[src/rtl/mem_arbiter.sv]
// Main-memory arbiter and cache-block fill sequencer shared by the I-cache miss
// path and the D-cache miss/write-through path of the 16-bit pipelined CPU.
//
// state | meaning
// IDLE  | no operation; arbitrate d_wr > d_miss > i_miss on each edge
// STORE | single-cycle write-through of the latched store, d_done pulses
// FILL  | issue WORDS pipelined reads, write returned words into the cache
module mem_arbiter #(
    parameter int MEM_LAT = 4,
    parameter int WORDS   = 8
) (
    input  logic        clk,
    input  logic        rst_n,
    input  logic        i_miss,
    input  logic [15:0] i_addr,
    input  logic        d_miss,
    input  logic [15:0] d_addr,
    input  logic        d_wr,
    input  logic [15:0] d_wdata,
    output logic        mem_en,
    output logic        mem_wr,
    output logic [15:0] mem_addr,
    output logic [15:0] mem_wdata,
    input  logic [15:0] mem_rdata,
    input  logic        mem_valid,
    output logic        fill_we,
    output logic        fill_sel,
    output logic [2:0]  fill_word,
    output logic [15:0] fill_data,
    output logic        i_done,
    output logic        d_done,
    output logic        busy
);

    typedef enum logic [1:0] {
        IDLE  = 2'd0,
        STORE = 2'd1,
        FILL  = 2'd2
    } state_t;

    // The block address layout {base, word, byte} only works for 8-word blocks.
    if (WORDS != 8 || MEM_LAT < 1) begin : g_param_check
        $error("mem_arbiter: WORDS must be 8 and MEM_LAT at least 1");
    end

    localparam logic [3:0] IC_END  = 4'(WORDS);
    localparam logic [2:0] RC_LAST = 3'(WORDS - 1);

    state_t      state_q, state_d;
    logic [3:0]  ic_q, ic_d;
    logic [2:0]  rc_q, rc_d;
    logic [11:0] base_q, base_d;
    logic        sel_q, sel_d;
    logic [15:0] saddr_q, saddr_d;
    logic [15:0] sdata_q, sdata_d;

    logic last_word;
    logic unused_addr_bits;

    assign last_word        = (state_q == FILL) && mem_valid && (rc_q == RC_LAST);
    assign unused_addr_bits = ^i_addr[3:0];

    always_ff @(posedge clk or negedge rst_n) begin
        if (!rst_n) begin
            state_q <= IDLE;
            ic_q    <= '0;
            rc_q    <= '0;
            base_q  <= '0;
            sel_q   <= 1'b0;
            saddr_q <= '0;
            sdata_q <= '0;
        end else begin
            state_q <= state_d;
            ic_q    <= ic_d;
            rc_q    <= rc_d;
            base_q  <= base_d;
            sel_q   <= sel_d;
            saddr_q <= saddr_d;
            sdata_q <= sdata_d;
        end
    end

    always_comb begin
        state_d = state_q;
        case (state_q)
            IDLE: begin
                if (d_wr) begin
                    state_d = STORE;
                end else if (d_miss || i_miss) begin
                    state_d = FILL;
                end
            end
            STORE:   state_d = IDLE;
            FILL:    if (last_word) state_d = IDLE;
            default: state_d = IDLE;
        endcase
    end

    // Grant capture and fill counters; counters are cleared on leaving FILL
    // so a stray mem_valid while idle never disturbs them.
    always_comb begin
        ic_d    = ic_q;
        rc_d    = rc_q;
        base_d  = base_q;
        sel_d   = sel_q;
        saddr_d = saddr_q;
        sdata_d = sdata_q;
        case (state_q)
            IDLE: begin
                if (d_wr) begin
                    saddr_d = d_addr;
                    sdata_d = d_wdata;
                    base_d  = d_addr[15:4];
                    sel_d   = 1'b1;
                end else if (d_miss) begin
                    base_d = d_addr[15:4];
                    sel_d  = 1'b1;
                end else if (i_miss) begin
                    base_d = i_addr[15:4];
                    sel_d  = 1'b0;
                end
            end
            FILL: begin
                if (ic_q < IC_END) begin
                    ic_d = ic_q + 4'd1;
                end
                if (mem_valid) begin
                    rc_d = rc_q + 3'd1;
                end
                if (last_word) begin
                    ic_d = '0;
                    rc_d = '0;
                end
            end
            default: ;
        endcase
    end

    always_comb begin
        mem_en    = 1'b0;
        mem_wr    = 1'b0;
        mem_addr  = '0;
        mem_wdata = '0;
        fill_we   = 1'b0;
        fill_sel  = 1'b0;
        fill_word = '0;
        fill_data = '0;
        i_done    = 1'b0;
        d_done    = 1'b0;
        busy      = (state_q != IDLE);
        case (state_q)
            STORE: begin
                mem_en    = 1'b1;
                mem_wr    = 1'b1;
                mem_addr  = saddr_q;
                mem_wdata = sdata_q;
                d_done    = 1'b1;
            end
            FILL: begin
                if (ic_q < IC_END) begin
                    mem_en   = 1'b1;
                    mem_addr = {base_q, ic_q[2:0], 1'b0};
                end
                if (mem_valid) begin
                    fill_we   = 1'b1;
                    fill_sel  = sel_q;
                    fill_word = rc_q;
                    fill_data = mem_rdata;
                end
                if (last_word) begin
                    i_done = !sel_q;
                    d_done = sel_q;
                end
            end
            default: ;
        endcase
    end

endmodule

[config.mk]
export PLATFORM = sky130hd
export DESIGN_NAME = mem_arbiter
export DESIGN_NICKNAME = d
export VERILOG_FILES = /design/src/rtl/mem_arbiter.sv
export SDC_FILE = /design/constraint.sdc
export NUM_CORES = 1
export LEC_CHECK = 0
export CORE_MARGIN = 4
export CORE_UTILIZATION = 35
export CTS_CLUSTER_SIZE = 12
export DETAILED_ROUTE_END_ITERATION = 6
export PLACE_DENSITY = 0.76
export SYNTH_ARGS = -nofsm -noshare
export SYNTH_HDL_FRONTEND = slang
export SYNTH_SLANG_ARGS = --single-unit
export TNS_END_PERCENT = 5
[constraint.sdc]
create_clock -name clk -period 2.1 [get_ports clk]
set_clock_uncertainty 0.05 [all_clocks]
set_input_delay 0.315 -clock clk [delete_from_list [all_inputs] [get_ports clk]]
set_output_delay 0.315 -clock clk [all_outputs]
set_load 0.01 [all_outputs]
==> results of run 1 <==
worst max-delay path, stage by stage, from the launching register on:
cell and delay, ns:
dfrtp_1 0.39, buf_4 0.15, ha_4 0.17, bufbuf_16 0.28, a22oi_1 0.17, nor2b_1 0.07
dlygate4sd2_1 0.28
routing by layer:
metal | global-route usage (%) | routed length (microns)
met5 | 0 | 0
met4 | 2.24 | 44
met3 | 3.16 | 352
met2 | 26.2 | 3640
met1 | 19.6 | 3390
cell usage in the layout, fill, tap and decap left out, drive strengths merged:
cell type / n
dlymetal6s2s: 27
xnor2: 1
and2: 17
dfrtp: 54
nor3: 1
clkdlybuf4s15: 1
and3: 21
clkbuf: 25
a21boi: 1
bufbuf: 1
a41oi: 1
nor2b: 18
buf: 33
a22oi: 15
o21a: 2
a21oi: 1
nand3: 1
o21ai: 15
mux2: 33
mux2i: 13
o31ai: 1
nand3b: 1
dlygate4sd2: 2
nand2b: 1
nand2: 17
clkdlybuf4s50: 65
o211ai: 1
bufinv: 1
xor2: 1
inv: 4
nor2: 7
a21o: 1
ha: 6
dlygate4sd3: 1
report_power, final:
group	switching, W	internal (W)	total (W)
logic	0.00105	0.00138	0.00243
clock network	0.000323	0.000357	0.000681
registers	0.000288	0.00156	0.00184
cells in the mapped netlist:
master | instances | share of area (%)
nor2_2 | 1 | 0.22
nor2b_1 | 18 | 4.0
clkbuf_8 | 2 | 0.98
nand2_2 | 1 | 0.22
a22oi_1 | 15 | 4.0
a41oi_1 | 1 | 0.31
o21a_1 | 2 | 0.54
buf_2 | 2 | 0.36
xnor2_1 | 1 | 0.31
inv_1 | 4 | 0.54
buf_4 | 1 | 0.27
o21ai_0 | 15 | 2.7
nand2_1 | 16 | 2.1
xor2_1 | 1 | 0.31
o31ai_4 | 1 | 0.76
a21o_1 | 1 | 0.27
mux2_2 | 33 | 13
buf_6 | 3 | 1.2
dfrtp_1 | 54 | 48
nor2_1 | 6 | 0.80
nand3b_1 | 1 | 0.27
nand3_1 | 1 | 0.18
a21oi_1 | 1 | 0.18
and3_1 | 21 | 4.7
o211ai_1 | 1 | 0.27
mux2i_1 | 13 | 4.6
and2_1 | 17 | 3.8
clkbuf_1 | 9 | 1.2
nor3_1 | 1 | 0.18
nand2b_1 | 1 | 0.22
a21boi_0 | 1 | 0.27
ha_1 | 6 | 2.7
path summary, 6_finish.rpt:
kind | startpoint | endpoint | slack [ns]
max in group asynchronous | rst_n | saddr_q[9]$_DFFE_PN0P_ | 0.85
max reg2reg | state_q[0]$_DFFE_PN0P_ | state_q[1]$_DFFE_PN0P_ | 0.33
min in group asynchronous | rst_n | saddr_q[10]$_DFFE_PN0P_ | 0.49
min reg2reg | base_q[6]$_DFFE_PN0P_ | base_q[6]$_DFFE_PN0P_ | 0.44
max | state_q[0]$_DFFE_PN0P_ | mem_addr[6] | -0.08
min | base_q[6]$_DFFE_PN0P_ | base_q[6]$_DFFE_PN0P_ | 0.44
per-stage QoR:
stage                     TNS (ns)  utilization, %
after detailed placement   -0.0288            54.8
after floorplan                  0               -
final                       -0.160            56.4
after global placement     -0.0137            54.8
after CTS                    -3.55            56.5
after global routing         -1.00            56.4
registers in the layout, summed over array words and instances, names as in the netlist:
name	cells
sdata_q	16
sel_q	1
state_q	2
base_q	12
ic_q	4
rc_q	3
saddr_q	16
layout make-up:
type / count / area share, %
timing repair buffer: 148 / 32.3
multi-input combinational: 176 / 31.2
sequential: 54 / 30.8
tap: 102 / 2.91
clock buffer: 7 / 1.74
clock inverter: 1 / 0.685
inverter: 4 / 0.343
cells by family after synthesis:
logic type      after synthesis  share of synthesized area [%]
fa+ha+maj                     6                           2.68
xor+xnor                      2                          0.625
simple gates                 84                           16.7
buf+inv                      21                           4.55
flops                        54                           48.2
compound gates               38                           9.29
mux                          46                           17.9
what timing repair did:
action / in CTS / in global routing
hold buffers: 1 / 0
cloned: 1 / 0
endpoints found under the hold margin: 24 / 0
endpoints found under the setup margin: 56 / 57
pin swaps: 0 / 0
resized for setup: 38 / 94
==> results.tsv, run 1 <==
metric	value	unit
yosysWarnings	0	
drt-total-wl	7430	microns
worstPathArrival	1.82	ns
dieArea	9500	sq um
critPathMaxFanout	14	
drt-initial-drc-count	54	
wl_per_cell	15.1	microns
hp-class	reg2reg	
total_power	0.00496	W
synth_seq_cells	54	
final_max_slew_viol_count	0	
synth_cells	251	
hpwl	5530	microns
pin_count	128	
placed_cell_area	4260	sq um
grt_pass1_wl	11800	microns
required	1.74	ns
antenna_cells	0	
crit_path_start_kind	flop	
dp_worst_setup_slack	-0.0288	ns
ys_seq_area_share	48.2	%
hold_violations	0	
gp_congestion	0.823	
relSlewSlack	60.1	%
grt_max_degree	27	
setup-violations-final	2	
status	complete, but fails checks	
fp.coreArea	7770	sq um
whs	0.439	ns
placed_cells	482	
r2r_cells	7	
core.rowCount	32	
postCtsSetupBuffers	0	
worst_slack	-0.0824	ns
path_class	reg2out	
drt_pass1_iterations	4	
multi_input_area	1370	sq um
avgSynthCellArea	11.2	sq um
cts_buffers	5	
synthesis.nets	327	
io_buffers	123	
vias	2354	
cts_max_path_buffers	2	
drive_above_1_share	26.2	%
stdcell_area	4380	sq um
rsz0062_at_grt	true	
synth_cell_type_count	32	
start_util	36.1	%
min_path_cells	2	
die_y	97.5	microns
fin_crit_sh	104	%
netlist_area	2800	sq um
worst_pin_slew	0.598	ns
fmax	0.458	GHz
first_global_vias	2399	
drc	0	
clockRootBuffer	clkbuf_8	
maxCapViolations	0	
gr-total-overflow	0	
fin_nets	465	
final-seq-area	1350	sq um
p_per_area	1130	nW/um^2
ant_nets	0	
fillers	708	
vdd_drop_max	0.557	mV
clk_latency	0.30	ns
end_kind	output port	
p_leak	2.36	nW
die_w	97.5	microns
cts_tree	done	
finalNonFillerCells	492	
grt_use_total	15.0	%
clock-sinks	54	
cts_max_level	2	
via_per_inst	4.78	
antenna_found_initial	0	
path_clk_slew	0.09	ns
syn_to_final_growth	56.4	%
violations	negative setup slack	
finalCriticalPeriod	2.18	ns
No activity file was read; power rests on OpenSTA's default activity.
==> run 2: changes to the inputs <==
- DONT_BUFFER_PORTS: not set -> 1
- PLACE_DENSITY: 0.76 -> 0.56
- SKIP_LAST_GASP: not set -> 1
==> run 2 against run 1 <==
The run now ends clean. Setup slack better by 0.18 ns. Sequential cell count unchanged. Core utilization down 16 points. Non-clock buffer count down 137. Critical path depth unchanged. Cell count down 28%. Global-route usage down 1.9 points. Sequential share of layout area up 13 points. Worst hold slack worse by 0.34 ns. Maximum frequency up 8.8%. Die area unchanged. Sequential power about the same.
==> results.tsv, run 2 (synthesis results as in run 1) <==
metric	value	unit
status	complete, no violations	
worstReg2RegStart	state_q[0]$_DFFE_PN0P_	
total_power	0.00425	W
final_common_cell	dfrtp_1	
fin_crit_sh	95.5	%
syn_to_final_growth	10.8	%
r2r_slack	0.36	ns
antenna_found_initial	0	
required	1.74	ns
cp-startpoint	state_q[0]$_DFFE_PN0P_	
drt-initial-drc-count	34	
grt_pass1_wl	10000	microns
cts_max_path_buffers	2	
grt_use_total	13.1	%
dieArea	9500	sq um
dp_worst_setup_slack	0.232	ns
first_global_vias	1891	
finalCriticalPeriod	2.01	ns
p_per_area	1370	nW/um^2
fp.coreArea	7770	sq um
fin_nets	328	
r2r-end	state_q[1]$_DFFE_PN0P_	
via_per_inst	5.23	
p_sw	0.00155	W
worstPathArrival	1.64	ns
hp-class	in2reg	
drt-total-wl	6260	microns
io_buffers	0	
fmax	0.499	GHz
cts_tree	done	
worst_pin_slew	0.873	ns
worst_slack	0.0944	ns
die_w	97.5	microns
top_regs	saddr_q x16, sdata_q x16, base_q x12	
finalNonFillerCells	355	
critPathTopFamily	flip-flops	
drt_pass1_iterations	4	
start_util	36.1	%
p_leak	1.33	nW
end_kind	output port	
final_max_slew_viol_count	0	
p_int	0.00271	W
sequentialPowerShare	43.4	%
hold_path.startpoint	d_wdata[10]	
clockRootBuffer	clkbuf_8	
p_comb_share	42.5	%
antenna_cells	0	
cp_slowest_stage_delay	0.41	ns
final_cell_mix	dfrtp_1, mux2_2, and3_1, and2_1, nand2_1	
switching_share	36.4	%
critPathMaxFanout	18	
wl_per_cell	17.6	microns
relSlewSlack	41.8	%
rsz0062_at_grt	true	
clock-sinks	54	
clockPowerShare	14.2	%
gr-total-overflow	0	
r2r_cells	6	
cts_buffers	5	
hpwl	4480	microns
drc	0	
path_clk_slew	0.10	ns
hold_violations	0	
placed_cells	344	
vdd_drop_max	0.380	mV
pin_count	128	
path_class	reg2out	
setup-violations-final	0	
crit_slowest_cell	dfrtp_1	
vias	1858	
grt_max_degree	55	
hold_end	sdata_q[10]$_DFFE_PN0P_	
maxCapViolations	0	
cts_max_level	2	
fillers	774	
drive_above_1_share	28.5	%
crit_buf_inv	2	
die_y	97.5	microns
clk_latency	0.30	ns
ant_nets	0	
crit_path_start_kind	flop	
core.rowCount	32	
gp_congestion	0.688	
min_path_cells	1	
path_cells	inv_1 -> ha_4 -> nor2b_4 -> buf_12 -> a22oi_1 -> nor2b_1	
==> run 2: area by class of cell <==
| class | count | area, sq um | share of cell area, % |
|---|---|---|---|
| flip-flops and latches | 54 | 1350 | 43.5 |
| well taps | 102 | 128 | 4.11 |
| clock inverters | 1 | 5.00 | 0.161 |
| multi-input cells | 176 | 1390 | 44.8 |
| clock buffers | 7 | 86.3 | 2.78 |
| inverters | 4 | 15.0 | 0.483 |
| repair buffers | 11 | 130 | 4.19 |
==> run 2: what timing repair did <==
action	in CTS	in global routing
gates cloned	0	0
hold buffers	2	0
buffers inserted	0	1
gates resized for setup	11	13
endpoints found under the setup margin	15	18
endpoints found under the hold margin	54	0
==> run 2: per-layer routing <==
| metal | vias up | share of wire, % | routed length [microns] | GRT usage (%) |
|---|---|---|---|---|
| met5 | - | 0 | 0 | 0 |
| met4 | 0 | 1.3 | 79 | 3.51 |
| met3 | 5 | 6.2 | 385 | 2.94 |
| met2 | 74 | 52 | 3280 | 23.7 |
| met1 | 902 | 40 | 2510 | 15.7 |
| li1 | 877 | - | - | - |
==> run 2: how the worst max path moves through the flow <==
stage	endpoint	slack, ns	cells past startpoint
detailed placement	mem_addr[5]	0.23	6
finish	mem_addr[11]	0.09	6
CTS	mem_addr[1]	-0.03	6
global placement	mem_addr[6]	0.25	6
floorplan	mem_addr[10]	0.35	7
global route	mem_addr[2]	-0.002	5
==> run 2: stage by stage <==
| step | area (sq um) | utilization [%] | hold WS (ns) | TNS (ns) |
|---|---|---|---|---|
| after floorplan | 2800 | - | -0.0306 | 0 |
| final | 3110 | 40.0 | 0.102 | 0 |
| after global routing | 3110 | 40.0 | 0.0823 | -0.00155 |
| after detailed placement | 2890 | 37.2 | -0.0296 | 0 |
| after CTS | 3050 | 39.3 | 0.0892 | -0.186 |
| after global placement | 2890 | 37.2 | -0.0292 | 0 |
==> run 2: power groups by stage <==
stage | sequential [W] | clock [W] | combinational (W)
global placement | 0.00183 | 0 | 0.00169
detailed placement | 0.00186 | 0 | 0.00172
global route | 0.00191 | 0.000673 | 0.00203
floorplan | 0.00177 | 0 | 0.00141
finish | 0.00184 | 0.000603 | 0.00181
CTS | 0.00184 | 0.000636 | 0.00179
